`src/rtl/freq_meas_pkg.sv`:
```
// Shared definitions for the frequency-measurement blocks.
//   GATE_*      : GATE_SEL encodings (0=1 s, 1=100 ms, 2=10 ms, 3=1 ms)
//   DIV_*       : clock divisor for each gate length
//   gate_ticks  : gate length in CLK ticks for a given clock rate and gate select
//   state_t     : measurement FSM states
package freq_meas_pkg;

    localparam logic [1:0] GATE_1S    = 2'd0;
    localparam logic [1:0] GATE_100MS = 2'd1;
    localparam logic [1:0] GATE_10MS  = 2'd2;
    localparam logic [1:0] GATE_1MS   = 2'd3;

    localparam int unsigned DIV_1S    = 1;
    localparam int unsigned DIV_100MS = 10;
    localparam int unsigned DIV_10MS  = 100;
    localparam int unsigned DIV_1MS   = 1000;

    typedef enum logic {
        IDLE    = 1'b0,
        MEASURE = 1'b1
    } state_t;

    // Each branch divides constants only, so this folds to a 4-way mux.
    function automatic int unsigned gate_ticks(input int unsigned clk_hz,
                                               input logic [1:0]  sel);
        int unsigned t;
        case (sel)
            GATE_1S:    t = clk_hz / DIV_1S;
            GATE_100MS: t = clk_hz / DIV_100MS;
            GATE_10MS:  t = clk_hz / DIV_10MS;
            default:    t = clk_hz / DIV_1MS;
        endcase
        return t;
    endfunction

endpackage

```
`src/rtl/freq_edge_channel.sv`:
```
// One measurement channel: input synchroniser, rising-edge detector,
// saturating edge counter and the published FREQ/OVF register.
//   CLK, RST  : clock, synchronous active-high reset
//   din       : asynchronous input
//   clr       : discard the partial window (counter and overflow flag to 0)
//   boundary  : last cycle of a window; publish count including this cycle's edge
//   hold      : counter frozen (FSM idle)
//   freq, ovf : published count and saturation flag of the last completed window
module freq_edge_channel #(
    parameter int unsigned CNT_W       = 28,
    parameter int unsigned SYNC_STAGES = 2
) (
    input  logic             CLK,
    input  logic             RST,
    input  logic             din,
    input  logic             clr,
    input  logic             boundary,
    input  logic             hold,
    output logic [CNT_W-1:0] freq,
    output logic             ovf
);

    localparam logic [CNT_W-1:0] CNT_MAX = '1;

    logic [SYNC_STAGES-1:0] sync_q;
    logic                   last_q;
    logic [CNT_W-1:0]       cnt_q;
    logic                   sat_q;
    logic                   edge_det;
    logic                   add_sat;
    logic [CNT_W-1:0]       cnt_next;

    // cnt_next already includes this cycle's edge so a boundary edge lands
    // in the closing window rather than being dropped.
    always_comb begin
        edge_det = sync_q[SYNC_STAGES-1] & ~last_q;
        add_sat  = edge_det && (cnt_q == CNT_MAX);
        cnt_next = cnt_q;
        if (edge_det && !add_sat) begin
            cnt_next = cnt_q + CNT_W'(1);
        end
    end

    always_ff @(posedge CLK) begin
        if (RST) begin
            sync_q <= '0;
            last_q <= 1'b0;
            cnt_q  <= '0;
            sat_q  <= 1'b0;
            freq   <= '0;
            ovf    <= 1'b0;
        end else begin
            sync_q <= {sync_q[SYNC_STAGES-2:0], din};
            last_q <= sync_q[SYNC_STAGES-1];
            if (boundary) begin
                freq  <= cnt_next;
                ovf   <= sat_q | add_sat;
                cnt_q <= '0;
                sat_q <= 1'b0;
            end else if (clr) begin
                cnt_q <= '0;
                sat_q <= 1'b0;
            end else if (!hold) begin
                cnt_q <= cnt_next;
                sat_q <= sat_q | add_sat;
            end
        end
    end

endmodule

```
`src/rtl/freq_counter_multi.sv`:
```
// N-channel frequency counter: counts rising edges on each input over a
// common gate window (1 s / 100 ms / 10 ms / 1 ms) and publishes one count
// per channel per window.
//   CLK       : system clock
//   RST       : synchronous reset, active-high
//   EN        : measurement enable; dropping it discards the partial window
//   GATE_SEL  : gate select, latched at window start / boundary only
//   IN        : asynchronous inputs, one per channel
//   FREQ      : per-channel edge counts, channel k at [k*CNT_W +: CNT_W]
//   OVF       : per-channel saturation flag for the published window
//   VALID     : one-cycle pulse when FREQ/OVF update
//   GATE_ACT  : gate select that produced the published FREQ
module freq_counter_multi
    import freq_meas_pkg::*;
#(
    parameter int unsigned N_CH        = 4,
    parameter int unsigned CNT_W       = 28,
    parameter int unsigned CLK_HZ      = 100000000,
    parameter int unsigned SYNC_STAGES = 2
) (
    input  logic                  CLK,
    input  logic                  RST,
    input  logic                  EN,
    input  logic [1:0]            GATE_SEL,
    input  logic [N_CH-1:0]       IN,
    output logic [N_CH*CNT_W-1:0] FREQ,
    output logic [N_CH-1:0]       OVF,
    output logic                  VALID,
    output logic [1:0]            GATE_ACT
);

    localparam int unsigned TW = $clog2(CLK_HZ);

    state_t        state_q;
    logic [TW-1:0] timer_q;
    logic [TW-1:0] gt_last;
    logic [1:0]    gate_q;
    logic          boundary;
    logic          clr;
    logic          hold;

    always_comb begin
        gt_last  = TW'(gate_ticks(CLK_HZ, gate_q) - 1);
        boundary = (state_q == MEASURE) && EN && (timer_q == gt_last);
        clr      = (state_q == MEASURE) && !EN;
        hold     = (state_q == IDLE);
    end

    always_ff @(posedge CLK) begin
        if (RST) begin
            state_q  <= IDLE;
            timer_q  <= '0;
            gate_q   <= GATE_SEL;
            GATE_ACT <= '0;
            VALID    <= 1'b0;
        end else begin
            VALID <= boundary;
            case (state_q)
                IDLE: begin
                    timer_q <= '0;
                    if (EN) begin
                        gate_q  <= GATE_SEL;
                        state_q <= MEASURE;
                    end
                end
                MEASURE: begin
                    if (!EN) begin
                        timer_q <= '0;
                        state_q <= IDLE;
                    end else if (boundary) begin
                        timer_q  <= '0;
                        GATE_ACT <= gate_q;
                        gate_q   <= GATE_SEL;
                    end else begin
                        timer_q <= timer_q + TW'(1);
                    end
                end
                default: state_q <= IDLE;
            endcase
        end
    end

    for (genvar k = 0; k < N_CH; k++) begin : g_ch
        freq_edge_channel #(
            .CNT_W       (CNT_W),
            .SYNC_STAGES (SYNC_STAGES)
        ) u_ch (
            .CLK      (CLK),
            .RST      (RST),
            .din      (IN[k]),
            .clr      (clr),
            .boundary (boundary),
            .hold     (hold),
            .freq     (FREQ[k*CNT_W +: CNT_W]),
            .ovf      (OVF[k])
        );
    end

endmodule

```
`config.mk`:
```
export PLATFORM = sky130hd
export DESIGN_NAME = freq_counter_multi
export DESIGN_NICKNAME = d
export VERILOG_FILES = /design/src/rtl/freq_meas_pkg.sv /design/src/rtl/freq_edge_channel.sv /design/src/rtl/freq_counter_multi.sv
export SDC_FILE = /design/constraint.sdc
export NUM_CORES = 1
export LEC_CHECK = 0
export ABC_AREA = 1
export BUFFER_PORTS_ARGS = -buffer_cell sky130_fd_sc_hd__buf_2
export CORE_MARGIN = 2
export CORE_UTILIZATION = 38
export DETAILED_ROUTE_END_ITERATION = 8
export PLACE_DENSITY_LB_ADDON = 0.08
export SLEW_MARGIN = 5
export SYNTH_ARGS = -nofsm -noshare
export SYNTH_HDL_FRONTEND = slang
export SYNTH_SLANG_ARGS = --single-unit
```
`constraint.sdc`:
```
create_clock -name CLK -period 5.85 [get_ports CLK]
set_clock_uncertainty 0.1 [all_clocks]
set_input_delay 0.2925 -clock CLK [delete_from_list [all_inputs] [get_ports CLK]]
set_output_delay 0.2925 -clock CLK [all_outputs]
set_load 0.1 [all_outputs]
```
-- After elaboration in Yosys (flattened, before gate mapping)
Cells that the tools add are included.
- flip-flop bits (word level): 277
- latch bits: 0
- memory bits (writable): 0
- memory bits (read-only): 0
- output and inout port bits: 119
- logic and storage cells: 92
- memories: 0
- add/sub/neg operators: 6
- $mul: 0
- divide/modulo/power cells: 0
- $lt $le $gt $ge: 0
- equality and inequality tests: 10
- shift operators: 0
- multiplexer cells: 14
- bitwise gates (word level): 13
- reduce and logical (&&, ||, !) cells: 20
- operator list (operator ; number):
    28-bit by 1-bit adder with 28-bit output (second input constant) ; 4
    28-bit == test (second input constant) ; 4
    28-bit two-way mux ; 4
    27-bit case mux with 3 select lines ; 1
    27-bit two-way mux ; 2
    27-bit case mux with 2 select lines ; 1
    27-bit by 1-bit adder with 27-bit output (second input constant) ; 1
    27-bit == test ; 1
    27-bit by 1-bit subtractor with 27-bit output (second input constant) ; 1
    1-bit logical AND ; 11
    2-bit two-way mux ; 4
    3-bit inequality test (second input constant) ; 2
    3-bit AND reduction ; 2
    1-bit zero test ; 5
    1-bit NOT ; 5
    1-bit bitwise AND ; 4
    1-bit OR ; 4
    2-bit case mux with 2 select lines ; 1
    3-bit by 2-bit inequality test with 1-bit output (second input constant) ; 1
    3-bit OR reduction ; 1
    2-bit by 1-bit == test with 1-bit output (second input constant) ; 1
    2-bit == test (second input constant) ; 1
    2-bit zero test ; 1
    1-bit two-way mux ; 1

-- Longest topological paths before layout
- depth in word-level cells: 9
- gate-level depth with buffers: 17
- gate-level depth less buffers: 15

-- By module
A second synthesis with hierarchy kept.
- cells, all modules: 2500
- area total of the unflattened synthesis: 15524.9 µm²
- modules (own cells, without submodules) (module ; times used ; cells an instance ; area each (µm²) ; seq. area each (µm²)):
    freq_edge_channel at g_ch[1].u_ch ... ; 3 ; 549 ; 3349.5 ; 1221.2
    freq_edge_channel at g_ch[0].u_ch ; 1 ; 525 ; 3334.4 ; 1221.2
    freq_counter_multi ; 1 ; 328 ; 2142.1 ; 680.7

-- Least setup slack after synthesis
OpenSTA, ideal clock, no wires.
- path kind: register to register
- start: register gate_q[0]
- end: register g_ch[0].u_ch.cnt_q[11]
- setup time: 0.114 ns
- arrival time: 2.266 ns
- required time: 5.636 ns
- setup slack: 3.370 ns
- cell stages (with the launch flop): 17
- clock period less this slack: 2.480 ns
- cells stage by stage: edfxtp_1 inv_1 ha_1 inv_1 ha_1 inv_1 nand2_1 nand2_1 nand2_1 nor2_1 nand2_1 nor2_2 nand3_1 nand3_2 buf_2 buf_4 nor2_1
- word-level cells in the longest chain between the ends: 6
- elaborated cells between the ends (all ways): 8
- RTL lines (item ; RTL line ; text):
    from (decl) ; freq_counter_multi.sv:37 ; logic [1:0] gate_q;
    from (signal assigned) ; freq_counter_multi.sv:53 ; gate_q <= GATE_SEL;
    from (signal assigned) ; freq_counter_multi.sv:62 ; gate_q <= GATE_SEL;
    from (signal assigned) ; freq_counter_multi.sv:73 ; gate_q <= GATE_SEL;
    2-bit == test, or another cell as far along ; freq_meas_pkg.sv:27 ; case (sel)
    27-bit case mux with 3 select lines * ; freq_meas_pkg.sv:27 ;
    27-bit by 1-bit subtractor with 27-bit output * ; freq_counter_multi.sv:43 ; gt_last = TW'(gate_ticks(CLK_HZ, gate_q) - 1);
    27-bit == test * ; freq_counter_multi.sv:44 ; boundary = (state_q == MEASURE) && EN && (timer_q == gt_last);
    1-bit logical AND * ; freq_counter_multi.sv:44 ;
    3-bit OR reduction (no source line) * ; n/a ;
    to (signal assigned) ; freq_edge_channel.sv:64 ; cnt_q <= cnt_next;
    to (decl) ; freq_edge_channel.sv:27 ; logic [CNT_W-1:0] cnt_q;
Mark *: on every way between the ends. The rest lies on a longest branch, timed or not.
A chain may end at the register's enable or synchronous reset.

-- Worst setup path in the final report
- start: register gate_q[0]
- end: register g_ch[1].u_ch.cnt_q[22]
- word-level cells in the longest chain between the ends: 6
- elaborated cells between the ends (all ways): 8
- RTL lines (item ; RTL line):
    2-bit == test, or another cell as far along ; freq_meas_pkg.sv:27
    27-bit case mux with 3 select lines * ; freq_meas_pkg.sv:27
    27-bit by 1-bit subtractor with 27-bit output * ; freq_counter_multi.sv:43
    27-bit == test * ; freq_counter_multi.sv:44
    1-bit logical AND * ; freq_counter_multi.sv:44
    3-bit OR reduction (no source line) * ; n/a
    to (signal assigned) ; freq_edge_channel.sv:64
    to (decl) ; freq_edge_channel.sv:27
Marks and branches as above.

==> impl_metrics.py <==
metrics = {
    "synthesis": {
        "ys.flop_type": "dfxtp_1",
        "synth-simple-area-share_pct": 48.0,
        "yosys.area.top_type_share_pct": 35.1,
        "seq_area_frac_synth_pct": 35.5,
        "async_flop_share_pct": 0,
        "netlist_area_sq_um": 15700,
        "synth-seq-cells": 277,
        "syn_nets": 2556,
        "synth_xor_area_share_pct": 3.19,
        "synth_top_family_by_area": "simple AND/OR/NAND/NOR gates",
        "synth_edf_count": 2,
        "yosys-top-cells-area": "dfxtp_1 (35%), nand2_1 (22%), nor2_1 (10%), nand3_1 (9.1%), inv_1 (4.7%)",
        "yosysWarnings": 0,
        "ys_types": 32,
        "synth-compound-area-share_pct": 2.52,
        "yosysTopAreaCell": "dfxtp_1",
        "synth.avg_cell_area_sq_um": 6.18,
        "netlist_instances": 2534,
        "synth_fa_ha_area_share_pct": 1.04,
        "synthMuxAreaShare_pct": 0.767,
    },
    "timing": {
        "maxSlewViolCount": 0,
        "worstMarginPinSlew_ns": 1.17,
        "setup_viol": 0,
        "fmax_ghz": 0.260,
        "maxSlewHeadroom_pct": 22.1,
        "worst_slack_ns": 2.01,
        "post-route-period-util_pct": 65.7,
        "min_period_ns": 3.84,
        "finalHoldViolCount": 0,
        "setup_tns_ns": 0,
        "rsz0062_at_grt": "no",
    },
    "drt": {
        "route.detailed.drc": 0,
        "routedWlPerCell_um": 14.6,
        "routed_via_density": 4.89,
        "vias": 15440,
        "first_iter_violations": 1085,
        "wirelength_mm": 46.1,
        "detail-route-antenna-nets": 0,
        "firstDrtPassIters": 7,
    },
    "die": {
        "ios": 128,
        "row_count": 74,
        "dieArea_sq_um": 42900,
        "start_util_pct": 38.5,
        "dieWidth_um": 207,
        "core_sq_um": 40700,
        "die_y_um": 207,
    },
    "clock_network": {
        "cts_hold_buf": 7,
        "cts_resized": 0,
        "numCtsBuffers": 34,
        "clk_path_buf_depth": 3,
        "cts.sinks": 277,
        "clkTransAtPathRegs_ns": 0.06,
        "post_cts_buffers": 0,
        "cts_tree": "done",
        "insertion_delay_ns": 0.54,
        "htreeDepth": 2,
        "cts_root_buffer": "clkbuf_16",
    },
    "placed_design": {
        "io_buffers": 127,
        "gp_congestion": 0.901,
        "pre_cts_ws_ns": 1.98,
        "dp_hpwl_mm": 31.5,
    },
    "global_routing": {
        "grt_pass1_wl_mm": 75.8,
        "grt_pass1_vias": 14429,
        "antenna_found_initial": 0,
        "grtUsageTotal_pct": 21.3,
        "grt_overflow": 0,
        "grt_max_degree": 93,
    },
    "layout": {
        "drive_gt1_share_pct": 9.95,
        "syn_to_final_growth_pct": 12.8,
        "final_cell_mix": "nand2_1 (914), nor2_1 (418), nand3_1 (284)",
        "antenna_cells": 0,
        "final_nets": 2624,
        "final_common_cell": "nand2_1",
        "multiInputGateArea_sq_um": 8710,
        "nFillCells": 4440,
        "register_area_sq_um": 5570,
    },
    "setup_path": {
        "crit_required_ns": 6.22,
        "crit_type": "register to register",
        "arrival_ns": 4.21,
        "crit_fanout": 84,
        "cpPeakStageDelay_ns": 0.81,
        "crit_family": "buffers and inverters",
        "crit_buf_inv": 5,
        "end_kind": "register",
        "startpoint_type": "register",
        "cpMaxStageDelayCell": "buf_4",
        "crit_top_cell": "nand2_1",
        "crit_chain": "inv_1 -> ha_1 -> inv_1 -> ha_1 -> inv_1 -> nand2_1 -> nand2_1 -> nand2_1 -> nor2_1 -> nand2_1 -> nor2_2 -> nand3_4 -> buf_4 -> buf_4 -> nand4_1 -> nor2_1",
    },
    "pwr": {
        "p_leak_nw": 8.25,
        "peakVddDrop_uv": 152,
        "p_per_area_nw_per_um2": 246,
    },
    "hold_path": {
        "hold_class": "input port to register",
    },
    "status": {
        "status": "finished, final reports clean",
    },
    "flow_run": {
        "maxCapViolations": 0,
    },
}
## stage by stage
| step | std cells | hold slack [ns] | instance area [sq um] | util, % | power (mW) |
|---|---|---|---|---|---|
| after floorplan | 2534 | 0.264 | 15700 | - | 2.16 |
| after global placement | 3091 | 0.292 | 16500 | 40.4 | 2.21 |
| after global routing | 3156 | 0.0656 | 17700 | 43.4 | 4.52 |
| after detailed placement | 3091 | 0.296 | 16500 | 40.4 | 2.21 |
| final | 3156 | 0.0769 | 17700 | 43.4 | 4.34 |
| after CTS | 3156 | 0.0458 | 17700 | 43.4 | 4.41 |
## metal layers
layer	wire [um]	vias up	track usage, %
met5	0	-	0
met1	22700	6986	29.6
met3	2210	43	3.56
met2	20400	316	34.5
li1	-	8095	-
met4	807	0	4.90
## cells by family (layout without fill, tap and decap cells)
kind of cell / count (synthesis) / count (layout)
buf+inv: 323 / 413
flops: 277 / 277
fa+ha+maj: 13 / 13
simple gates: 1773 / 1773
compound gates: 79 / 79
mux: 12 / 12
xor+xnor: 57 / 57
## layout make-up
cell class | count | share of cell area [%]
Clock buffer | 54 | 6.17
Sequential cell | 277 | 31.5
Inverter | 208 | 4.46
Multi-Input combinational cell | 1934 | 49.3
Clock inverter | 4 | 0.269
Timing Repair Buffer | 147 | 4.55
Tap cell | 532 | 3.77
## sequential cells by signal, indices dropped and copies added, names as in the netlist
name / count
timer_q: 27
state_q: 1
gate_q: 2
g_ch.u_ch.sat_q: 4
GATE_ACT: 2
g_ch.u_ch.ovf: 4
g_ch.u_ch.last_q: 4
VALID: 1
g_ch.u_ch.cnt_q: 112
g_ch.u_ch.sync_q: 8
g_ch.u_ch.freq: 112
## power breakdown
part           leakage [nW]  switching, mW  internal [mW]
clock network         0.558          0.848           1.32
logic                  5.45          0.160         0.0655
registers              2.24         0.0381           1.91
## path summary, 6_finish.rpt
path	slack [ns]	end	startpoint	cells past startpoint
setup / recovery	2.01	g_ch[1].u_ch.cnt_q[22]	gate_q[0]	16
hold / removal	0.08	g_ch[2].u_ch.sync_q[0]	RST	2
setup reg to reg	2.01	g_ch[1].u_ch.cnt_q[22]	gate_q[0]	16
hold reg to reg	0.30	g_ch[2].u_ch.sync_q[1]	g_ch[2].u_ch.sync_q[0]	2
## synth_stat cells (9+ instances only)
cell type,n
a21oi_1,50
buf_2,46
buf_6,12
clkbuf_1,41
dfxtp_1,275
ha_1,13
inv_1,197
inv_2,10
mux2i_1,12
nand2_1,915
nand2_2,17
nand3_1,285
nand4_1,82
nor2_1,418
nor2_2,9
nor3_1,17
o21ai_0,29
xor2_1,50
Note: power is estimated with default switching activity, not from simulation.
